==> src/rtl/mac_accumulator_32.sv <==
// mac_accumulator_32
// Sums a programmed number of unsigned products from the 16x16 multiplier
// into a wide accumulator. Products arrive on a valid/ready handshake and the
// sum leaves on a second valid/ready handshake.
// Optional feature macro: SATURATE_ACC_EN. When it is defined, the accumulator
// clamps to all ones on carry-out instead of wrapping. In both builds ovf is
// the sticky carry-out flag for the job.
module mac_accumulator_32 #(
  parameter int PROD_W = 32,
  parameter int ACC_W  = 40,
  parameter int CNT_W  = 8
) (
  input  logic              clk,
  input  logic              rst_n,
  input  logic              start,
  input  logic [CNT_W-1:0]  term_cnt,
  input  logic              abort,
  input  logic              prod_valid,
  input  logic [PROD_W-1:0] prod,
  output logic              prod_ready,
  output logic              res_valid,
  input  logic              res_ready,
  output logic [ACC_W-1:0]  result,
  output logic              ovf,
  output logic              busy
);

  typedef enum logic [1:0] {
    IDLE  = 2'd0,
    ACCUM = 2'd1,
    DONE  = 2'd2
  } state_t;

  state_t             state, state_nxt;
  logic [ACC_W-1:0]   acc, acc_nxt;
  logic [CNT_W-1:0]   remaining, remaining_nxt;
  logic               ovf_q, ovf_nxt;
  logic [ACC_W:0]     sum;
  logic [ACC_W-1:0]   acc_add;
  logic               xfer;

  // A product is taken only while accumulating; prod_ready comes from the state register.
  assign xfer = prod_valid && (state == ACCUM);

  // One extra bit catches the carry out of the accumulator width.
  assign sum = {1'b0, acc} + {{(ACC_W + 1 - PROD_W){1'b0}}, prod};

`ifdef SATURATE_ACC_EN
  // Saturating build: clamp to all ones on carry. Once clamped, every later non-zero add carries again, so the value stays pinned.
  always_comb begin
    acc_add = sum[ACC_W] ? {ACC_W{1'b1}} : sum[ACC_W-1:0];
  end
`else
  // Wrapping build: keep the low ACC_W bits (modulo 2^ACC_W).
  always_comb begin
    acc_add = sum[ACC_W-1:0];
  end
`endif

  // Next-state and datapath updates. Abort overrides every other input.
  always_comb begin
    state_nxt     = state;
    acc_nxt       = acc;
    remaining_nxt = remaining;
    ovf_nxt       = ovf_q;
    if (abort) begin
      state_nxt     = IDLE;
      acc_nxt       = '0;
      remaining_nxt = '0;
      ovf_nxt       = 1'b0;
    end else begin
      case (state)
        IDLE: begin
          if (start) begin
            acc_nxt       = '0;
            ovf_nxt       = 1'b0;
            remaining_nxt = term_cnt;
            state_nxt     = (term_cnt == '0) ? DONE : ACCUM;
          end
        end
        ACCUM: begin
          if (xfer) begin
            acc_nxt       = acc_add;
            ovf_nxt       = ovf_q | sum[ACC_W];
            remaining_nxt = remaining - 1'b1;
            if (remaining == CNT_W'(1)) begin
              state_nxt = DONE;
            end
          end
        end
        DONE: begin
          if (res_ready) begin
            state_nxt = IDLE;
          end
        end
        default: begin
          state_nxt = IDLE;
        end
      endcase
    end
  end

  // State and datapath registers. Reset is asynchronous and active low.
  always_ff @(posedge clk or negedge rst_n) begin
    if (!rst_n) begin
      state     <= IDLE;
      acc       <= '0;
      remaining <= '0;
      ovf_q     <= 1'b0;
    end else begin
      state     <= state_nxt;
      acc       <= acc_nxt;
      remaining <= remaining_nxt;
      ovf_q     <= ovf_nxt;
    end
  end

  // All outputs are decoded from registers only. result shows acc in every state.
  assign prod_ready = (state == ACCUM);
  assign res_valid  = (state == DONE);
  assign busy       = (state != IDLE);
  assign result     = acc;
  assign ovf        = ovf_q;

endmodule
==> config.mk <==
export PLATFORM = sky130hd
export DESIGN_NAME = mac_accumulator_32
export DESIGN_NICKNAME = d
export VERILOG_FILES = /design/src/rtl/mac_accumulator_32.sv
export SDC_FILE = /design/constraint.sdc
export NUM_CORES = 1
export LEC_CHECK = 0
export CORE_ASPECT_RATIO = 0.75
export CORE_MARGIN = 5
export CORE_UTILIZATION = 50
export CTS_CLUSTER_DIAMETER = 80
export DETAILED_ROUTE_END_ITERATION = 16
export GPL_TIMING_DRIVEN = 0
export PLACE_DENSITY = 0.79
export SETUP_SLACK_MARGIN = 0.4
export SYNTH_ARGS = -nofsm -noshare
export SYNTH_HDL_FRONTEND = slang
export SYNTH_SLANG_ARGS = --single-unit
==> constraint.sdc <==
create_clock -name clk -period 6.1 [get_ports clk]
set_input_delay 1.22 -clock clk [delete_from_list [all_inputs] [get_ports clk]]
set_output_delay 1.22 -clock clk [all_outputs]
set_load 0.05 [all_outputs]
==> metrics.md, run 1 <==
| Metric | Value |
|---|---|
| Reg2reg start | `result[0]$_DFFE_PN0P_` |
| Post-Syn Area per Cell | `8.15 sq um` |
| Resized cells post-CTS | `0` |
| Pwr Density | `290 nW/um^2` |
| Final Hold Viols | `0` |
| HPWL after detailed placement | `9210 microns` |
| Post-CTS Setup Bufs | `0` |
| Multiplexer share of the synthesized area | `0.00490` |
| Worst Clk Skew | `0.00758 ns` |
| DR pass1 iterations | `5` |
| XOR/XNOR share of the synthesized area | `0.0600` |
| Clock Power Share | `0.135` |
| Worst-path maximum fanout | `5` |
| # IOs | `90` |
| Worst-Margin Slew | `0.696 ns` |
| Area after DPL | `5120 sq um` |
| Max-cap violations | `0` |
| Port buffer count | `89` |
| Slew Limit Fails | `0` |
| CTS Buf Count | `5` |
| Syn_nets | `582` |
| Initial antenna violation count | `0` |
| Synth Warn # | `0` |
| Vias in the first global route | `3977` |
| Max Root-Sink Buffers | `2` |
| RSZ-0062 raised after global routing | `false` |
| Asr flop ratio synth | `1.00` |
| Die Width | `114 microns` |
| CTS H-tree lvls | `2` |
| Setup violations, final | `0` |
| Final instance area | `5210 sq um` |
| Crit path launch | `prod[0]` |
| Maximum vdd ir drop | `0.000132 V` |
| Die ar. | `10100 sq um` |
| Cell count after synthesis | `501` |
| Post-synth top cells | `nand2_1 (67), o21ai_0 (52), dfrtp_1 (51)` |
| Cell accounting for the most synthesized area | `dfrtp_1` |
| R2R Setup Slk | `2.96 ns` |
| Busiest layer in global routing | `met2` |
| Total gr overflow | `0` |
| Residual DRC | `0` |
| Final wirelength | `11800 microns` |
| Reg2reg end | `result[38]$_DFFE_PN0P_` |
| Post-CTS Hold Fix Bufs | `0` |
| Area Growth Syn to Fin | `27.6%` |
| Number of synthesized flops with an enable pin | `0` |
| Leakage | `2.31 nW` |
| Hold depth | `2` |
| Routability cong. | `0.940` |
| Internal power | `0.000787 W` |
| Worst-Skew Late Latency | `0.32 ns` |
| Antenna fix cells | `0` |
| Post-Synth Adder-Cell Area | `0.109` |
| Largest family of logic cells by synthesized area | `compound AO/OA/AOI/OAI gates` |
| WL/cell | `16.7 microns` |
| M2 GR Usage | `0.363` |
| Dominant cells by area after synthesis | `dfrtp_1 (31%), ha_1 (10%), o21ai_0 (6.4%)` |
| Core box area | `7920 sq um` |
| Largest net degree at the start of global routing | `30` |
| Clk sinks | `51` |
| Compound-Gate Fraction of Synth Area | `0.273` |
| Critical path launch point type | `input pin` |
| Top cell type's share of synthesized area | `0.312` |
| Worst hold start | `result[23]$_DFFE_PN0P_` |
| Top-count cell post-synth | `nand2_1` |
| Top_reg_cell synth | `dfrtp_1` |
| Die height | `88.3 microns` |
| First-pass GRT wire length | `19200 microns` |
| Period utilization | `0.666` |
| Tmin final | `4.06 ns` |
| Hold crit path type | `reg2reg` |
| Total GRT Usage | `0.236` |
| Post-route ant nets | `0` |
| CP Capture Type | `flip-flop` |
| Row cnt | `28` |
| CTS tree | `built` |
| Final TNS setup | `0 ns` |
| Post-synthesis simple-gate area fraction | `0.211` |
| Sequential fraction of the synthesis area | `0.312` |
| Post-Syn Area | `4090 sq um` |
| Vias post-DR | `4197` |
| Depth of the most critical reg-to-reg path | `10` |
| Sequential group share of total power | `0.300` |
| CP required | `6.29 ns` |
| Comb power frac | `0.565` |
| Critical Setup Path Class | `in2reg` |
| CTS clk-pin slew, worst paths | `0.10 ns` |
| Net Sw Frac | `0.479` |
| Switching pwr | `0.000722 W` |
| Nets | `679` |
| Fin Hold WS | `0.522 ns` |
| Synthesized flop and latch total | `51` |
| GRT met3 Usage | `0.0451` |
| Routed vias/inst | `5.96` |
| F_max | `246 MHz` |
| Relative slew margins | `0.530` |
| GR Util met1 | `0.349` |
| Critical Path AT | `4.25 ns` |
| Post-synth cell types | `58` |
| Status | `complete, no violations` |
| CP endpoint | `result[38]$_DFFE_PN0P_` |
| Root Driver | `clkbuf_8` |
| Initial Utilization | `0.516` |
| DRT iter0 DRCs | `353` |
| Share of layout cells above drive strength 1 | `0.0367` |
==> sequential cells by signal, indices dropped and copies added (netlist names) <==
signal     count
result        40
remaining      8
state          2
ovf            1
==> critical path, cell delays in order <==
cell and delay [ns]:
clkdlybuf4s50_1 0.41, ha_1 0.23, fa_1 0.43, a211oi_1 0.28
o211ai_1 0.17, nand3_1 0.20, a2111oi_0 0.17, a211o_1 0.40
a221o_1 0.42, a41oi_1 0.22, o31ai_1 0.09
==> cells by family after synthesis <==
family / Yosys count
XOR/XNOR: 28
AO/OA/AOI/OAI: 172
adder cells (fa/ha/maj): 35
flip-flops: 51
buffers and inverters: 32
multiplexers: 2
AND/OR/NAND/NOR: 181
==> metal layers <==
layer,wire [microns],share of wire
met5,0,0
met4,96,0.0082
met3,850,0.072
met2,5080,0.43
met1,5740,0.49
==> stage by stage <==
| stage | cells | utilization | total power, W | setup slack, ns |
|---|---|---|---|---|
| floorplan | 501 | - | 0.00104 | 2.60 |
| global placement | 695 | 0.645 | 0.00128 | 1.83 |
| detailed placement | 696 | 0.647 | 0.00130 | 1.78 |
| CTS | 704 | 0.658 | 0.00151 | 2.10 |
| global route | 704 | 0.658 | 0.00161 | 1.93 |
| finish | 704 | 0.658 | 0.00151 | 2.04 |
==> layout make-up <==
class	instances	area (sq um)
Buffer	20	75.1
Timing Repair Buffer	90	906
Clock inverter	3	20.0
Fill cell	672	2710
Inverter	12	45.0
Sequential cell	51	1280
Clock buffer	5	68.8
Multi-Input combinational cell	418	2690
Tap cell	105	131
==> worst min path at each step <==
stage / slack [ns] / end
after floorplan: 0.48 / remaining[4]$_DFFE_PN0P_
after global placement: 0.49 / result[23]$_DFFE_PN0P_
after detailed placement: 0.50 / result[30]$_DFFE_PN0P_
after CTS: 0.53 / result[30]$_DFFE_PN0P_
after global routing: 0.56 / result[23]$_DFFE_PN0P_
final: 0.52 / result[23]$_DFFE_PN0P_
==> layout by cell type (no fill, tap or decap), types with 9 or more instances in the layout <==
cell and count:
nor3_1 13, inv_1 12, xnor2_1 14, a21oi_1 37
nand2_1 67, xor2_1 14, a21o_1 20, nand3_1 12
nand4_1 9, clkbuf_1 19, dfrtp_1 51, ha_1 34
clkdlybuf4s50_1 88, o21ai_0 52, nor2_1 35
==> power by group through the flow <==
stage | Sequential [W] | Combinational, W | Clock [W]
floorplan | 0.000572 | 0.000469 | 0
global placement | 0.000456 | 0.000825 | 0
detailed placement | 0.000457 | 0.000843 | 0
CTS | 0.000451 | 0.000846 | 0.000211
global route | 0.000461 | 0.000928 | 0.000223
finish | 0.000453 | 0.000853 | 0.000204
No activity file was read; power rests on OpenSTA's default activity.
==> inputs of run 2 (changes only) <==
==> constraint.sdc (replaced) <==
create_clock -name clk -period 4.1 [get_ports clk]
set_input_delay 0.82 -clock clk [delete_from_list [all_inputs] [get_ports clk]]
set_output_delay 0.82 -clock clk [all_outputs]
set_load 0.05 [all_outputs]
==> run 2 against run 1 <==
Cell count unchanged; sequential power is 49% higher; clock-buffer cell count stayed put; routed wire length barely moved; largest power group unchanged; combinational power rose by 49%; largest cell class unchanged.
==> metrics.md, run 2 (synthesis gave the netlist of run 1 again) <==
| Metric | Value |
|---|---|
| Status | `complete, no violations` |
| Reg2reg end | `result[38]$_DFFE_PN0P_` |
| Fill count | `671 (-0.15%)` |
| Commonest non-fill, non-tap cell in the layout | `clkdlybuf4s50_1` |
| Met3 WL | `814 microns (-4.2%)` |
| Critical Setup Path Class | `in2reg` |
| Leakage | `2.31 nW (about the same)` |
| Pwr Density | `432 nW/um^2 (+49%)` |
| Post-CTS Hold Fix Bufs | `0 (unchanged)` |
| Depth of the most critical reg-to-reg path | `10 (unchanged)` |
| Non-Filler Instances | `704 (unchanged)` |
| RSZ-0062 raised after global routing | `false` |
| Vias in the first global route | `3977 (unchanged)` |
| Relative slew margins | `0.527 (-0.00291)` |
| Row cnt | `28 (unchanged)` |
| Slew Limit Fails | `0 (unchanged)` |
| Setup violations, final | `0 (unchanged)` |
| # IOs | `90 (unchanged)` |
| CTS clk-pin slew, worst paths | `0.10 ns (about the same)` |
| Antenna fix cells | `0 (unchanged)` |
| Worst-Margin Slew | `0.700 ns (+0.00431 ns)` |
| Resized cells post-CTS | `0 (unchanged)` |
| Port buffer count | `89 (unchanged)` |
| Final TNS setup | `0 ns (unchanged)` |
| DRT iter0 DRCs | `350 (-0.85%)` |
| Initial antenna violation count | `0 (unchanged)` |
| WL/cell | `16.7 microns (about the same)` |
| Met2 Wirelength | `5120 microns (+0.95%)` |
| Core box area | `7920 sq um (unchanged)` |
| Final wirelength | `11800 microns (about the same)` |
| Die ar. | `10100 sq um (unchanged)` |
| First-pass GRT wire length | `19200 microns (unchanged)` |
| Nets | `679 (unchanged)` |
| Multi-input logic area | `2690 sq um (about the same)` |
| Met1 Wirelength | `5750 microns (+0.28%)` |
| Root Driver | `clkbuf_8` |
| Total GRT Usage | `0.236 (unchanged)` |
| Largest net degree at the start of global routing | `30 (unchanged)` |
| Post-CTS Setup Bufs | `0 (unchanged)` |
| Final Hold Viols | `0 (unchanged)` |
| Fin Hold WS | `0.474 ns (-0.0472 ns)` |
| Inst Count DP | `696 (unchanged)` |
| Initial Utilization | `0.516 (unchanged)` |
| Tmin final | `3.58 ns` |
| CTS H-tree lvls | `2 (unchanged)` |
| Critical path launch point type | `input pin` |
| Fin util | `0.658 (about the same)` |
| R2R Setup Slk | `1.04 ns (-1.92 ns)` |
| Max-cap violations | `0 (unchanged)` |
| DR pass1 iterations | `5 (unchanged)` |
| Worst-path maximum fanout | `5 (unchanged)` |
| Crit path launch | `prod[0]` |
| Reg2reg start | `result[0]$_DFFE_PN0P_` |
| Routed vias/inst | `5.95 (-0.19%)` |
| Maximum vdd ir drop | `0.000196 V (+49%)` |
| Clk sinks | `51 (unchanged)` |
| CTS Buf Count | `5 (unchanged)` |
| Max reg flops | `40 (unchanged)` |
| Post-route ant nets | `0 (unchanged)` |
| CP endpoint | `result[38]$_DFFE_PN0P_` |
| Die height | `88.3 microns (unchanged)` |
| Area after DPL | `5120 sq um (unchanged)` |
| Total gr overflow | `0 (unchanged)` |
| Routability cong. | `0.940 (unchanged)` |
| Residual DRC | `0 (unchanged)` |
| Final instance area | `5210 sq um (about the same)` |
| CP required | `4.29 ns (-2.00 ns)` |
| Share of layout cells above drive strength 1 | `0.0367 (unchanged)` |
| Max Root-Sink Buffers | `2 (unchanged)` |
| F_max | `280 MHz` |
| CP Capture Type | `flip-flop` |
| Hold crit path type | `in2async` |
| FF/Latch Area | `1280 sq um (unchanged)` |
| Worst-Skew Late Latency | `0.32 ns (about the same)` |
| Worst Clk Skew | `0.00974 ns (+0.00216 ns)` |
| Area Growth Syn to Fin | `27.6% (about the same)` |
| Commonest cells after routing, fill and taps aside | `clkdlybuf4s50_1 (88), nand2_1 (67), o21ai_0 (52)` |
| HPWL after detailed placement | `9210 microns (unchanged)` |
| Period utilization | `0.872` |
| Critical Path AT | `3.77 ns (-0.48 ns)` |
| Die Width | `114 microns (unchanged)` |
| Vias post-DR | `4189 (-0.19%)` |
| CTS tree | `built` |
| Uppermost layer routed | `met4` |
[run 2: metrics by stage]
stage          power [W]  worst slack (ns)
2_1_floorplan    0.00155              1.00
3_3_place_gp     0.00191             0.230
3_5_place_dp     0.00193             0.184
4_1_cts          0.00224             0.502
5_1_grt          0.00240             0.416
6_report         0.00225             0.525
[run 2: per-layer routing]
| metal | vias up | global-route usage |
|---|---|---|
| met5 | - | 0 |
| met2 | 173 | 0.363 |
| met1 | 1962 | 0.349 |
| met3 | 12 | 0.0451 |
| li1 | 2042 | - |
| met4 | 0 | 0.0453 |
[run 2: worst min-delay path by stage]
stage	end	slack, ns	start
after floorplan	remaining[4]$_DFFE_PN0P_	0.48	remaining[4]$_DFFE_PN0P_
after global placement	result[23]$_DFFE_PN0P_	0.49	result[23]$_DFFE_PN0P_
after detailed placement	result[30]$_DFFE_PN0P_	0.50	result[30]$_DFFE_PN0P_
after CTS	result[31]$_DFFE_PN0P_	0.49	rst_n
after global routing	result[21]$_DFFE_PN0P_	0.51	rst_n
final	result[21]$_DFFE_PN0P_	0.47	rst_n
[run 2: area by class of cell]
cell class	count	area share
repair buffers	90	0.174
multi-input cells	418	0.516
inverters	12	0.00864
well taps	105	0.0252
clock inverters	3	0.00384
flip-flops and latches	51	0.245
clock buffers	5	0.0132
plain buffers	20	0.0144
[run 2: where the power goes]
part	leakage, nW	total [W]	internal [W]	switching, W
logic	1.57	0.00127	0.000468	0.000803
clock network	0.0402	0.000305	0.000119	0.000186
registers	0.698	0.000673	0.000584	0.0000887
[run 2: worst max-delay path, cell delays in order]
cell and delay [ns]:
clkdlybuf4s50_1 0.41, ha_1 0.23, fa_1 0.43, a211oi_1 0.28
o211ai_1 0.17, nand3_1 0.20, a2111oi_1 0.14, a211o_1 0.35
a221o_1 0.42, a41oi_1 0.22, o31ai_1 0.09
